### config.mk
export PLATFORM = sky130hd
export DESIGN_NAME = fp_alu_seq_ctrl
export DESIGN_NICKNAME = d
export VERILOG_FILES = /design/src/rtl/fp_alu_pkg.sv /design/src/rtl/fp_alu_byte_shreg.sv /design/src/rtl/fp_alu_seq_ctrl.sv
export SDC_FILE = /design/constraint.sdc
export NUM_CORES = 1
export LEC_CHECK = 0
export CORE_MARGIN = 3
export CORE_UTILIZATION = 52
export CTS_CLUSTER_DIAMETER = 40
export DETAILED_ROUTE_END_ITERATION = 7
export HOLD_SLACK_MARGIN = 0.02
export PLACE_DENSITY = 0.78
export SLEW_MARGIN = 20
export SYNTH_ARGS = -nofsm -noshare
export SYNTH_HDL_FRONTEND = slang
export SYNTH_HIERARCHICAL = 1
export SYNTH_SLANG_ARGS = --single-unit
### constraint.sdc
create_clock -name clk -period 2.61 [get_ports clk]
set_input_delay 0.3915 -clock clk [delete_from_list [all_inputs] [get_ports clk]]
set_output_delay 0.3915 -clock clk [all_outputs]
set_load 0.05 [all_outputs]
### src/rtl/fp_alu_pkg.sv
// Shared definitions for the FP ALU byte-serial sequencer.
//   state_t  : FSM state codes, also driven out on the 4-bit state port
//   OP_*     : core opcodes
//   ERR_BYTE : value shown on the output bus while in ERR
package fp_alu_pkg;

   typedef enum logic [3:0] {
      ST_IDLE   = 4'd0,
      ST_LOAD_A = 4'd1,
      ST_LOAD_B = 4'd2,
      ST_EXEC   = 4'd3,
      ST_WAIT   = 4'd4,
      ST_UNLOAD = 4'd5,
      ST_DONE   = 4'd6,
      ST_ERR    = 4'd7
   } state_t;

   localparam logic [1:0] OP_ADD = 2'b00;
   localparam logic [1:0] OP_SUB = 2'b01;
   localparam logic [1:0] OP_MUL = 2'b10;
   localparam logic [1:0] OP_DIV = 2'b11;

   localparam logic [7:0] ERR_BYTE = 8'hEE;

endpackage

### src/rtl/fp_alu_byte_shreg.sv
// 32-bit byte shift register with a 2-bit byte counter.
//   clr      : zero data and counter (highest priority after reset)
//   load     : parallel load of load_val, counter to 0
//   shift    : q <= {q[23:0], din}
//   adv      : counter +1 (wraps 3->0); independent of shift so the
//              result register can count the final ack without shifting
//   q, cnt   : register contents and byte counter
module fp_alu_byte_shreg (
   input  logic        clk,
   input  logic        rst_n,
   input  logic        clr,
   input  logic        load,
   input  logic        shift,
   input  logic        adv,
   input  logic [7:0]  din,
   input  logic [31:0] load_val,
   output logic [31:0] q,
   output logic [1:0]  cnt
);

   always_ff @(posedge clk or negedge rst_n) begin
      if (!rst_n) begin
         q   <= '0;
         cnt <= '0;
      end else if (clr) begin
         q   <= '0;
         cnt <= '0;
      end else if (load) begin
         q   <= load_val;
         cnt <= '0;
      end else begin
         if (shift) q   <= {q[23:0], din};
         if (adv)   cnt <= cnt + 2'd1;
      end
   end

endmodule

### src/rtl/fp_alu_seq_ctrl.sv
// Byte-serial sequencer between the 8-bit pad bus and the 32-bit FP ALU core.
// Collects A then B (4 bytes each, MSB first), pulses core_go, waits for
// core_valid (with timeout), then hands the result back one byte per ack.
//   in/in_vld      : operand bytes, or read acks while unloading
//   opcode/start   : transaction launch (accepted in IDLE, DONE, ERR)
//   out/done/state : result byte (0xEE in ERR), done flag, FSM code
//   core_*         : operand/opcode/launch to the core, result back
module fp_alu_seq_ctrl
   import fp_alu_pkg::*;
#(
   parameter int TIMEOUT_CYC = 256,
   parameter int TO_W        = 9
) (
   input  logic        clk,
   input  logic        rst_n,
   input  logic [7:0]  in,
   input  logic        in_vld,
   input  logic [1:0]  opcode,
   input  logic        start,
   output logic [7:0]  out,
   output logic        done,
   output logic [3:0]  state,
   output logic [31:0] core_a,
   output logic [31:0] core_b,
   output logic [1:0]  core_op,
   output logic        core_go,
   input  logic        core_valid,
   input  logic [31:0] core_res
);

   localparam logic [TO_W-1:0] TO_LAST = TO_W'(TIMEOUT_CYC - 1);

   state_t          state_q, state_d;
   logic [1:0]      op_q;
   logic [TO_W-1:0] to_cnt;
   logic [31:0]     res_q;
   logic [1:0]      a_cnt, b_cnt, res_cnt;

   logic start_txn, a_sh, b_sh, res_ld, res_sh, res_adv, to_clr, to_inc;

   always_comb begin
      state_d   = state_q;
      start_txn = 1'b0;
      a_sh      = 1'b0;
      b_sh      = 1'b0;
      res_ld    = 1'b0;
      res_sh    = 1'b0;
      res_adv   = 1'b0;
      to_clr    = 1'b0;
      to_inc    = 1'b0;
      case (state_q)
         ST_IDLE, ST_DONE, ST_ERR: begin
            // start wins over a coincident in_vld: the byte is never shifted
            if (start) begin
               start_txn = 1'b1;
               state_d   = ST_LOAD_A;
            end
         end
         ST_LOAD_A: if (in_vld) begin
            a_sh = 1'b1;
            if (a_cnt == 2'd3) state_d = ST_LOAD_B;
         end
         ST_LOAD_B: if (in_vld) begin
            b_sh = 1'b1;
            if (b_cnt == 2'd3) state_d = ST_EXEC;
         end
         ST_EXEC: begin
            to_clr  = 1'b1;
            state_d = ST_WAIT;
         end
         ST_WAIT: begin
            // a result arriving on the expiry cycle still takes priority
            if (core_valid) begin
               res_ld  = 1'b1;
               state_d = ST_UNLOAD;
            end else if (to_cnt == TO_LAST) begin
               state_d = ST_ERR;
            end else begin
               to_inc = 1'b1;
            end
         end
         ST_UNLOAD: if (in_vld) begin
            res_adv = 1'b1;
            // last ack leaves byte 0 on top so DONE keeps showing it
            if (res_cnt == 2'd3) state_d = ST_DONE;
            else                 res_sh  = 1'b1;
         end
         default: state_d = ST_IDLE;
      endcase
   end

   always_ff @(posedge clk or negedge rst_n) begin
      if (!rst_n) begin
         state_q <= ST_IDLE;
         op_q    <= '0;
         to_cnt  <= '0;
      end else begin
         state_q <= state_d;
         if (start_txn) op_q <= opcode;
         if (to_clr)      to_cnt <= '0;
         else if (to_inc) to_cnt <= to_cnt + 1'b1;
      end
   end

   fp_alu_byte_shreg u_a (
      .clk(clk), .rst_n(rst_n), .clr(start_txn), .load(1'b0),
      .shift(a_sh), .adv(a_sh), .din(in), .load_val(32'h0),
      .q(core_a), .cnt(a_cnt)
   );

   fp_alu_byte_shreg u_b (
      .clk(clk), .rst_n(rst_n), .clr(start_txn), .load(1'b0),
      .shift(b_sh), .adv(b_sh), .din(in), .load_val(32'h0),
      .q(core_b), .cnt(b_cnt)
   );

   fp_alu_byte_shreg u_res (
      .clk(clk), .rst_n(rst_n), .clr(start_txn), .load(res_ld),
      .shift(res_sh), .adv(res_adv), .din(8'h00), .load_val(core_res),
      .q(res_q), .cnt(res_cnt)
   );

   // every source below is a flop, so out carries no input-to-output path
   always_comb begin
      out = 8'h00;
      case (state_q)
         ST_UNLOAD, ST_DONE: out = res_q[31:24];
         ST_ERR:             out = ERR_BYTE;
         default:            out = 8'h00;
      endcase
   end

   assign done    = (state_q == ST_DONE) || (state_q == ST_ERR);
   assign core_go = (state_q == ST_EXEC);
   assign core_op = op_q;
   assign state   = state_q;

endmodule

==> impl_metrics.json <==
{
  "power_frac_clock_pct": 22.0,
  "pwr-share-seq_pct": 29.5,
  "grt_max_degree": 67,
  "rows": 39,
  "internal_power_mw": 5.932,
  "maxSlewViolCount": 0,
  "num_io_pins": 127,
  "vias": 4832,
  "cts.sinks": 116,
  "final_nets": 814,
  "fmax_mhz": 405.3,
  "rsz0062_at_grt": "false",
  "area_growth_syn_to_layout_pct": 33.49,
  "leakage_nw": 3.529,
  "maxCapViolCount": 0,
  "initial_core_util_pct": 54.42,
  "drc": 0,
  "clockBufferDepth": 2,
  "core_area_um2": 11710,
  "cp_slowest_cell": "clkdlybuf4s50_1",
  "dieArea_um2": 13620,
  "yosysWarningCount": 6,
  "drive_above_1_share_pct": 10.84,
  "ys_ff_latch": 116,
  "clkTransAtPathRegs_ns": 0.05,
  "place_congestion": 0.7774,
  "root_buffer": "clkbuf_16",
  "synthTopCellsByArea": "dfrtp_1 (46%), mux2i_1 (15%), nor2b_1 (9.6%)",
  "finalSetupTns_ns": 0,
  "power_switching_share_pct": 42.98,
  "worstSetupEndpointType": "primary output",
  "combPwrFrac_pct": 48.5,
  "cp_cell_sequence": "nand2_1, inv_1, clkdlybuf4s50_1",
  "synth_cells": 570,
  "cts_inserted_buffers": 17,
  "synth_area_per_cell_um2": 11.18,
  "critPathMaxFanout": 13,
  "drt_iter0_drc": 278,
  "status": "completed",
  "syn-cell-area_um2": 6374,
  "yosys.area.top_type": "dfrtp_1",
  "pwr_density_cell_nw_per_um2": 1223,
  "power_mw": 10.40,
  "startpoint_type": "register",
  "postRouteAntennaNets": 0,
  "grt_overflow": 0,
  "yosysTopAreaCellShare_pct": 45.54,
  "dp_hpwl_um": 9704,
  "antennaDiodeCount": 0,
  "cp.buffers_inverters": 2,
  "die_w_um": 116.7,
  "grt_pass1_vias": 4984,
  "finClkSkew_ns": 0.006525,
  "path_delay_family": "buffers and inverters",
  "htreeDepth": 4,
  "layout_min_cycle_time_ns": 2.467,
  "n_fill_cell": 884,
  "crit_type": "reg2out",
  "wl_um": 14530,
  "power.switching_mw": 4.471,
  "maxSlewHeadroom_pct": 58.22,
  "setup_viol_count_final": 0,
  "clk_latency_ns": 0.41,
  "layout_common_cells": "dfrtp_1 (115), clkdlybuf4s50_1 (115), nor2b_1 (98), mux2i_1 (96), conb_1 (89)",
  "vdd_ir_drop_max_mv": 1.130,
  "critPathMaxStageDelay_ns": 0.81,
  "grt_pass1_wl_um": 24360,
  "min_period_over_period_pct": 94.54,
  "cts_tree": "done",
  "hold_viol": 0,
  "io_buffer_count": 125,
  "routed_via_density": 5.264,
  "min_path_type": "in2async",
  "track_usage_pct": 22.64,
  "wl_per_cell_um": 15.83,
  "required_ns": 2.22,
  "worst_pin_slew_ns": 0.6253,
  "ys_types": 37,
  "antenna_found_initial": 0,
  "die_y_um": 116.7,
  "arrival_ns": 2.08,
  "synth.yosys.seq_area_share_pct": 45.54,
  "drtPass1Iterations": 4
}
## layout make-up
class | count | area [µm²] | area share, %
flip-flops and latches | 116 | 2904 | 34.13
repair buffers | 136 | 1399 | 16.44
well taps | 143 | 178.9 | 2.103
multi-input cells | 481 | 3387 | 39.81
inverters | 13 | 53.80 | 0.6324
clock inverters | 4 | 70.07 | 0.8235
clock buffers | 25 | 515.5 | 6.059
## layer usage
layer,vias to the layer above,track usage [%],share of wire (%)
met5,-,0,0
met4,0,7.569,1.5
met3,20,5.026,4.4
met2,125,37.47,50
met1,2333,29.57,44
li1,2354,-,-
## sequential cells by signal, indices dropped and copies added, names as in the netlist
signal     count
u_a/q         32
u_b/q         32
u_res/q       32
to_cnt         9
state          3
core_op        2
u_a/cnt        2
u_b/cnt        2
u_res/cnt      2
## path summary, 6_finish.rpt
kind                            slack [ns]        from  depth (start not counted)          end
worst min-delay path                  0.40       rst_n                          2    u_b/q[10]
min in group clk                      0.51  core_op[0]                          1   core_op[0]
worst min register to register        0.51  core_op[0]                          1   core_op[0]
worst max register to register        0.30    state[2]                          4  u_res/q[16]
worst max-delay path                  0.14    state[2]                          3         done
max in group asynchronous             1.49       rst_n                          3     u_a/q[5]
## synth_stat cells, drive strengths merged
master,count
a211oi,101
a21bo,3
a21oi,8
a2bb2oi,1
a32oi,1
and2,2
and3,5
buf,29
clkbuf,19
clkinv,1
conb,1
dfrtp,116
ha,2
inv,12
mux2,3
mux2i,96
nand2,15
nand3,8
nand3b,3
nand4,3
nand4b,2
nor2,13
nor2b,98
nor3,5
nor3b,1
o2111ai,1
o21ai,11
o31ai,1
xnor2,3
xor2,6
## power by group through the flow
stage	logic, mW	clock network, mW	registers, mW
6_report	5.04	2.29	3.07
5_1_grt	5.37	2.41	3.18
4_1_cts	5.05	2.33	3.07
3_5_place_dp	5.01	0	3.09
3_3_place_gp	4.92	0	3.05
2_1_floorplan	2.38	0	4.24
## timing repair
action	4_1_cts	5_1_grt
hold buffers	1	0
hold endpoints to repair	18	0
setup buffers	0	0
pin swaps	0	0
gates resized for setup	1	1
endpoints found under the setup margin	2	32
## cell families after synthesis
group,Yosys count,share of synthesized area [%]
other,1,0.05884
muxes,99,15.67
xor gates and xnor gates,9,1.237
DFF,116,45.54
AOI/OAI and AO/OA,127,16.22
and+or+nand+nor,155,14.23
buffers and inverters,61,6.655
adders and majority gates,2,0.3926
## metrics by stage
step           cell area (µm²)  utilization, %  setup WS [ns]  hold slack, ns  std cells
4_1_cts                   8504           72.62         0.1412          0.4045        918
2_1_floorplan             6704               -         0.1646         0.09591        658
6_report                  8508           72.65         0.1426          0.4041        918
5_1_grt                   8508           72.65        0.03038          0.4257        918
3_3_place_gp              7908           67.52         0.4143          0.2855        888
3_5_place_dp              7908           67.52         0.3036          0.2894        888
Note: power is estimated with default switching activity, not from simulation.
==> patch 1, RTL diff (same settings) <==
Make the reset (`rst_n`) synchronous in 2 clocked blocks.
--- a/src/rtl/fp_alu_byte_shreg.sv
+++ b/src/rtl/fp_alu_byte_shreg.sv
@@ -18,7 +18,7 @@
    output logic [1:0]  cnt
 );
 
-   always_ff @(posedge clk or negedge rst_n) begin
+   always_ff @(posedge clk) begin
       if (!rst_n) begin
          q   <= '0;
          cnt <= '0;
--- a/src/rtl/fp_alu_seq_ctrl.sv
+++ b/src/rtl/fp_alu_seq_ctrl.sv
@@ -89,7 +89,7 @@
       endcase
    end
 
-   always_ff @(posedge clk or negedge rst_n) begin
+   always_ff @(posedge clk) begin
       if (!rst_n) begin
          state_q <= ST_IDLE;
          op_q    <= '0;
Formal check against the unedited RTL: differs if rst_n is asserted again (counterexample within 4 cycles, from zero or initial values and one cycle with rst_n low); with rst_n held inactive, the same outputs for 10 cycles.
==> patch 1 against the original RTL <==
- via count decreased by 4.4%
- sequential cell count unchanged
- hold slack better by 75 ps
- routed wire length fell by 8.1%
- worst setup slack about the same
- count of clock-buffer cells in the layout is 1 lower
- area after synthesis decreased by 8.4%
- register-to-register slack improved by 220 ps
- final area fell by 7.4%
Power is not compared: it rests on default switching activity, and its combinational part moved more than twofold at a synthesized area within 25%.
==> patch 1: results (changes against the original RTL) <==
{| class="wikitable"
! Metric !! Value
|-
| Global-route wire length before repair || 22.1 mm (-9.4%)
|-
| Top cells by area in the synthesized netlist || dfxtp_1 40%, mux2i_1 17%, nor2b_1 10%
|-
| Count of unique library cells instantiated by Yosys || 50 (+35%)
|-
| Number of instances resized during post-cts repair || 0 (-1)
|-
| Violation count after the first detailed-routing iteration || 164 (-41%)
|-
| Fraction of the yosys area taken by sequential cells || 0.398 (-0.0578)
|-
| Total length of routed wires || 13.3 mm (-8.1%)
|-
| Placer Congestion || 0.785 (+1.0%)
|-
| Result of the run || completed
|-
| Post-Place Worst Slack || 273 ps (-30.8 ps)
|-
| Worst reg2reg path endpoint || u_res/q[12]$_SDFFE_PP0P_
|-
| Clock latency at the later pin of the worst-skew pair || 510 ps (+100 ps)
|-
| Main flop type after synthesis || dfxtp_1
|-
| Final setup skew || 8.59 ps (+2.07 ps)
|-
| Fmax || 0.405 GHz (about the same)
|-
| Worst max-slew margin expressed relative to the limit || 0.264 (-0.318)
|-
| Net count, final || 817 (+0.37%)
|-
| Post-placement cell area || 0.00732 sq mm (-7.4%)
|-
| Maximum fanout along the worst path || 17 (+4)
|-
| Number of global-route vias before repair || 4665 (-6.4%)
|-
| Share of cells above drive strength 1 || 0.102 (-0.00684)
|-
| Worst setup startpoint || state[1]$_SDFFE_PN0P_
|-
| Post-DP HPWL || 8.97 mm (-7.6%)
|-
| Total global-route track usage || 0.214 (-0.0127)
|-
| Pin count of the biggest net entering global routing || 36 (-46%)
|-
| Avg Vias per Cell || 5.03 (-4.4%)
|}
## patch 1: logic make-up after synthesis
family	share of synthesized area
simple gates	0.165
compound gates	0.176
xor+xnor	0.0150
buf+inv	0.0720
other cells	0.000642
fa+ha+maj	0.00428
flops	0.398
mux	0.170
## patch 1: power breakdown
| part | total, mW | internal [mW] | switching, mW |
|---|---|---|---|
| registers | 1.99 | 1.90 | 0.0948 |
| logic | 1.32 | 0.494 | 0.831 |
| clock network | 2.18 | 1.44 | 0.742 |
## patch 1: per-layer routing
layer / vias to the layer above / share of wire / global-route usage
li1: 2370 / - / -
met1: 2105 / 0.44 / 0.267
met2: 123 / 0.49 / 0.357
met3: 22 / 0.049 / 0.0560
met4: 0 / 0.018 / 0.0785
met5: - / 0 / 0
## patch 1: worst min path at each step
stage	end	cells after the start
floorplan	to_cnt[1]$_SDFFE_PP0P_	2
global placement	to_cnt[1]$_SDFFE_PP0P_	2
detailed placement	to_cnt[1]$_SDFFE_PP0P_	2
CTS	u_res/q[6]$_SDFFE_PP0P_	3
global route	u_res/q[4]$_SDFFE_PP0P_	3
finish	to_cnt[1]$_SDFFE_PP0P_	2
## patch 1: layout make-up
type                       instances  area, sq um
clock buffer                      24          480
clock inverter                     5         75.1
fill                             854         3010
inverter                           8         30.0
multi-input combinational        488         3430
sequential                       116         2320
tap                              140          175
timing repair buffer             137         1360
## patch 1: per-stage QoR
stage	instances	hold slack (ps)
final	918	479
after global routing	918	486
after CTS	918	458
after detailed placement	889	472
after global placement	889	457
after floorplan	661	448
## patch 1: critical path, cell delays in order, from the launching register on
cell             delay (ps)
dfxtp_1                 330
buf_4                   220
and2_4                  200
clkdlybuf4s50_1         810
==> patch 2, RTL diff (same flow settings) <==
Without the edit above. Set the parameter `TO_W` to 18 (it was 9).
--- a/src/rtl/fp_alu_seq_ctrl.sv
+++ b/src/rtl/fp_alu_seq_ctrl.sv
@@ -9,7 +9,7 @@
    import fp_alu_pkg::*;
 #(
    parameter int TIMEOUT_CYC = 256,
-   parameter int TO_W        = 9
+   parameter int TO_W        = 18
 ) (
    input  logic        clk,
    input  logic        rst_n,
Formal check against the unedited RTL: same outputs for any inputs over 10 cycles, from zero or initial values and one cycle with rst_n low; that may be too few to reach the edited logic, so the function may still have changed.
==> patch 2 against the original RTL <==
- final area grew 7.3%
- clock skew shrank 2.4 ps
- worst setup slack improved by 0.71 ps
- total power is 9.0% higher
- core utilization fell by 1.4 points
- sequential cell count up 9
- global-route usage increased by 0.87 points
- area after synthesis rose by 9.0%
- routed wire length increased by 17%
- sequential power up 10%
- synthesized cell count increased by 9.8%
==> patch 2: results (changes against the original RTL) <==
{| class="wikitable"
! Metric !! Value
|-
| Worst setup startpoint || state[1]$_DFFE_PN0P_
|-
| Post-DP HPWL || 11.5 mm (+18%)
|-
| Router iterations before antenna repair || 5 (+1)
|-
| Result of the run || completed
|-
| Fraction of the yosys area taken by sequential cells || 0.450 (-0.00539)
|-
| Top cells by area in the synthesized netlist || dfrtp_1 45%, mux2i_1 15%, nor2b_1 8.7%
|-
| Post-Route M1 WL || 7.51 mm (+17%)
|-
| Met3 Routed Length || 746 um (+16%)
|-
| Total instance count after detailed placement || 970 (+9.2%)
|-
| Adder and majority cell fraction of the synthesized area || 0.00180 (-0.00213)
|-
| Worst vdd ir || 0.839 mV (-26%)
|-
| Total global-route track usage || 0.235 (+0.00872)
|-
| Mux cell area share after synthesis || 0.154 (-0.00220)
|-
| Placer Congestion || 0.843 (+8.4%)
|-
| Number of global-route vias before repair || 5400 (+8.3%)
|-
| Fin cells || 1003 (+9.3%)
|-
| Beginning of the worst register-to-register path || state[0]$_DFFE_PN0P_
|-
| Net count, final || 866 (+6.4%)
|-
| Final setup skew || 4.09 ps (-2.43 ps)
|-
| Global-route wire length before repair || 27.3 mm (+12%)
|-
| Post-placement cell area || 0.00851 sq mm (+7.6%)
|-
| Largest family of logic cells by synthesized area || simple AND/OR/NAND/NOR gates
|-
| Leakage power summed over all cells || 3.79 nW (+7.3%)
|-
| Area fraction in compound gates after synthesis || 0.161 (-0.00158)
|-
| Filler instances || 989 (+12%)
|-
| Mean instance size in the synthesized netlist || 11.1 sq um (-0.71%)
|-
| Setup slack of the worst register-to-register path || 160 ps (-140 ps)
|-
| Detailed route wirelength on metal2 || 8.43 mm (+17%)
|-
| Violation count after the first detailed-routing iteration || 447 (+61%)
|-
| Count of unique library cells instantiated by Yosys || 50 (+35%)
|-
| Most frequent cells after synthesis || 125 x dfrtp_1, 105 x mux2i_1, 97 x nor2b_1
|-
| Global-route met3 utilization || 0.0557 (+0.00545)
|-
| Final-layout worst hold slack || 493 ps (+89.0 ps)
|-
| Switch Pwr || 5.01 mW (+12%)
|}
-- patch 2: cell count changes in the layout (fill, tap and decap cells not counted), sizes merged, moves of 6 or more --
cell / before / now
nand2: 15 / 27
dfrtp: 116 / 125
mux2i: 96 / 105
nor2: 13 / 5
a21boi: 0 / 6
nand2b: 0 / 6
-- patch 2: area by class of cell --
cell class | instances | area, sq um | share of cell area
Clock buffer | 20 | 467 | 0.0511
Clock inverter | 12 | 143 | 0.0156
Inverter | 11 | 46.3 | 0.00507
Multi-Input combinational cell | 526 | 3730 | 0.408
Sequential cell | 125 | 3130 | 0.343
Tap cell | 172 | 215 | 0.0236
Timing Repair Buffer | 137 | 1410 | 0.154
-- patch 2: power by group through the flow --
stage	sequential [mW]	combinational, mW	clock [mW]
6_report	3.38	5.53	2.43
5_1_grt	3.49	5.85	2.54
4_1_cts	3.38	5.53	2.45
3_5_place_dp	3.40	5.49	0
3_3_place_gp	3.36	5.39	0
2_1_floorplan	4.69	2.53	0
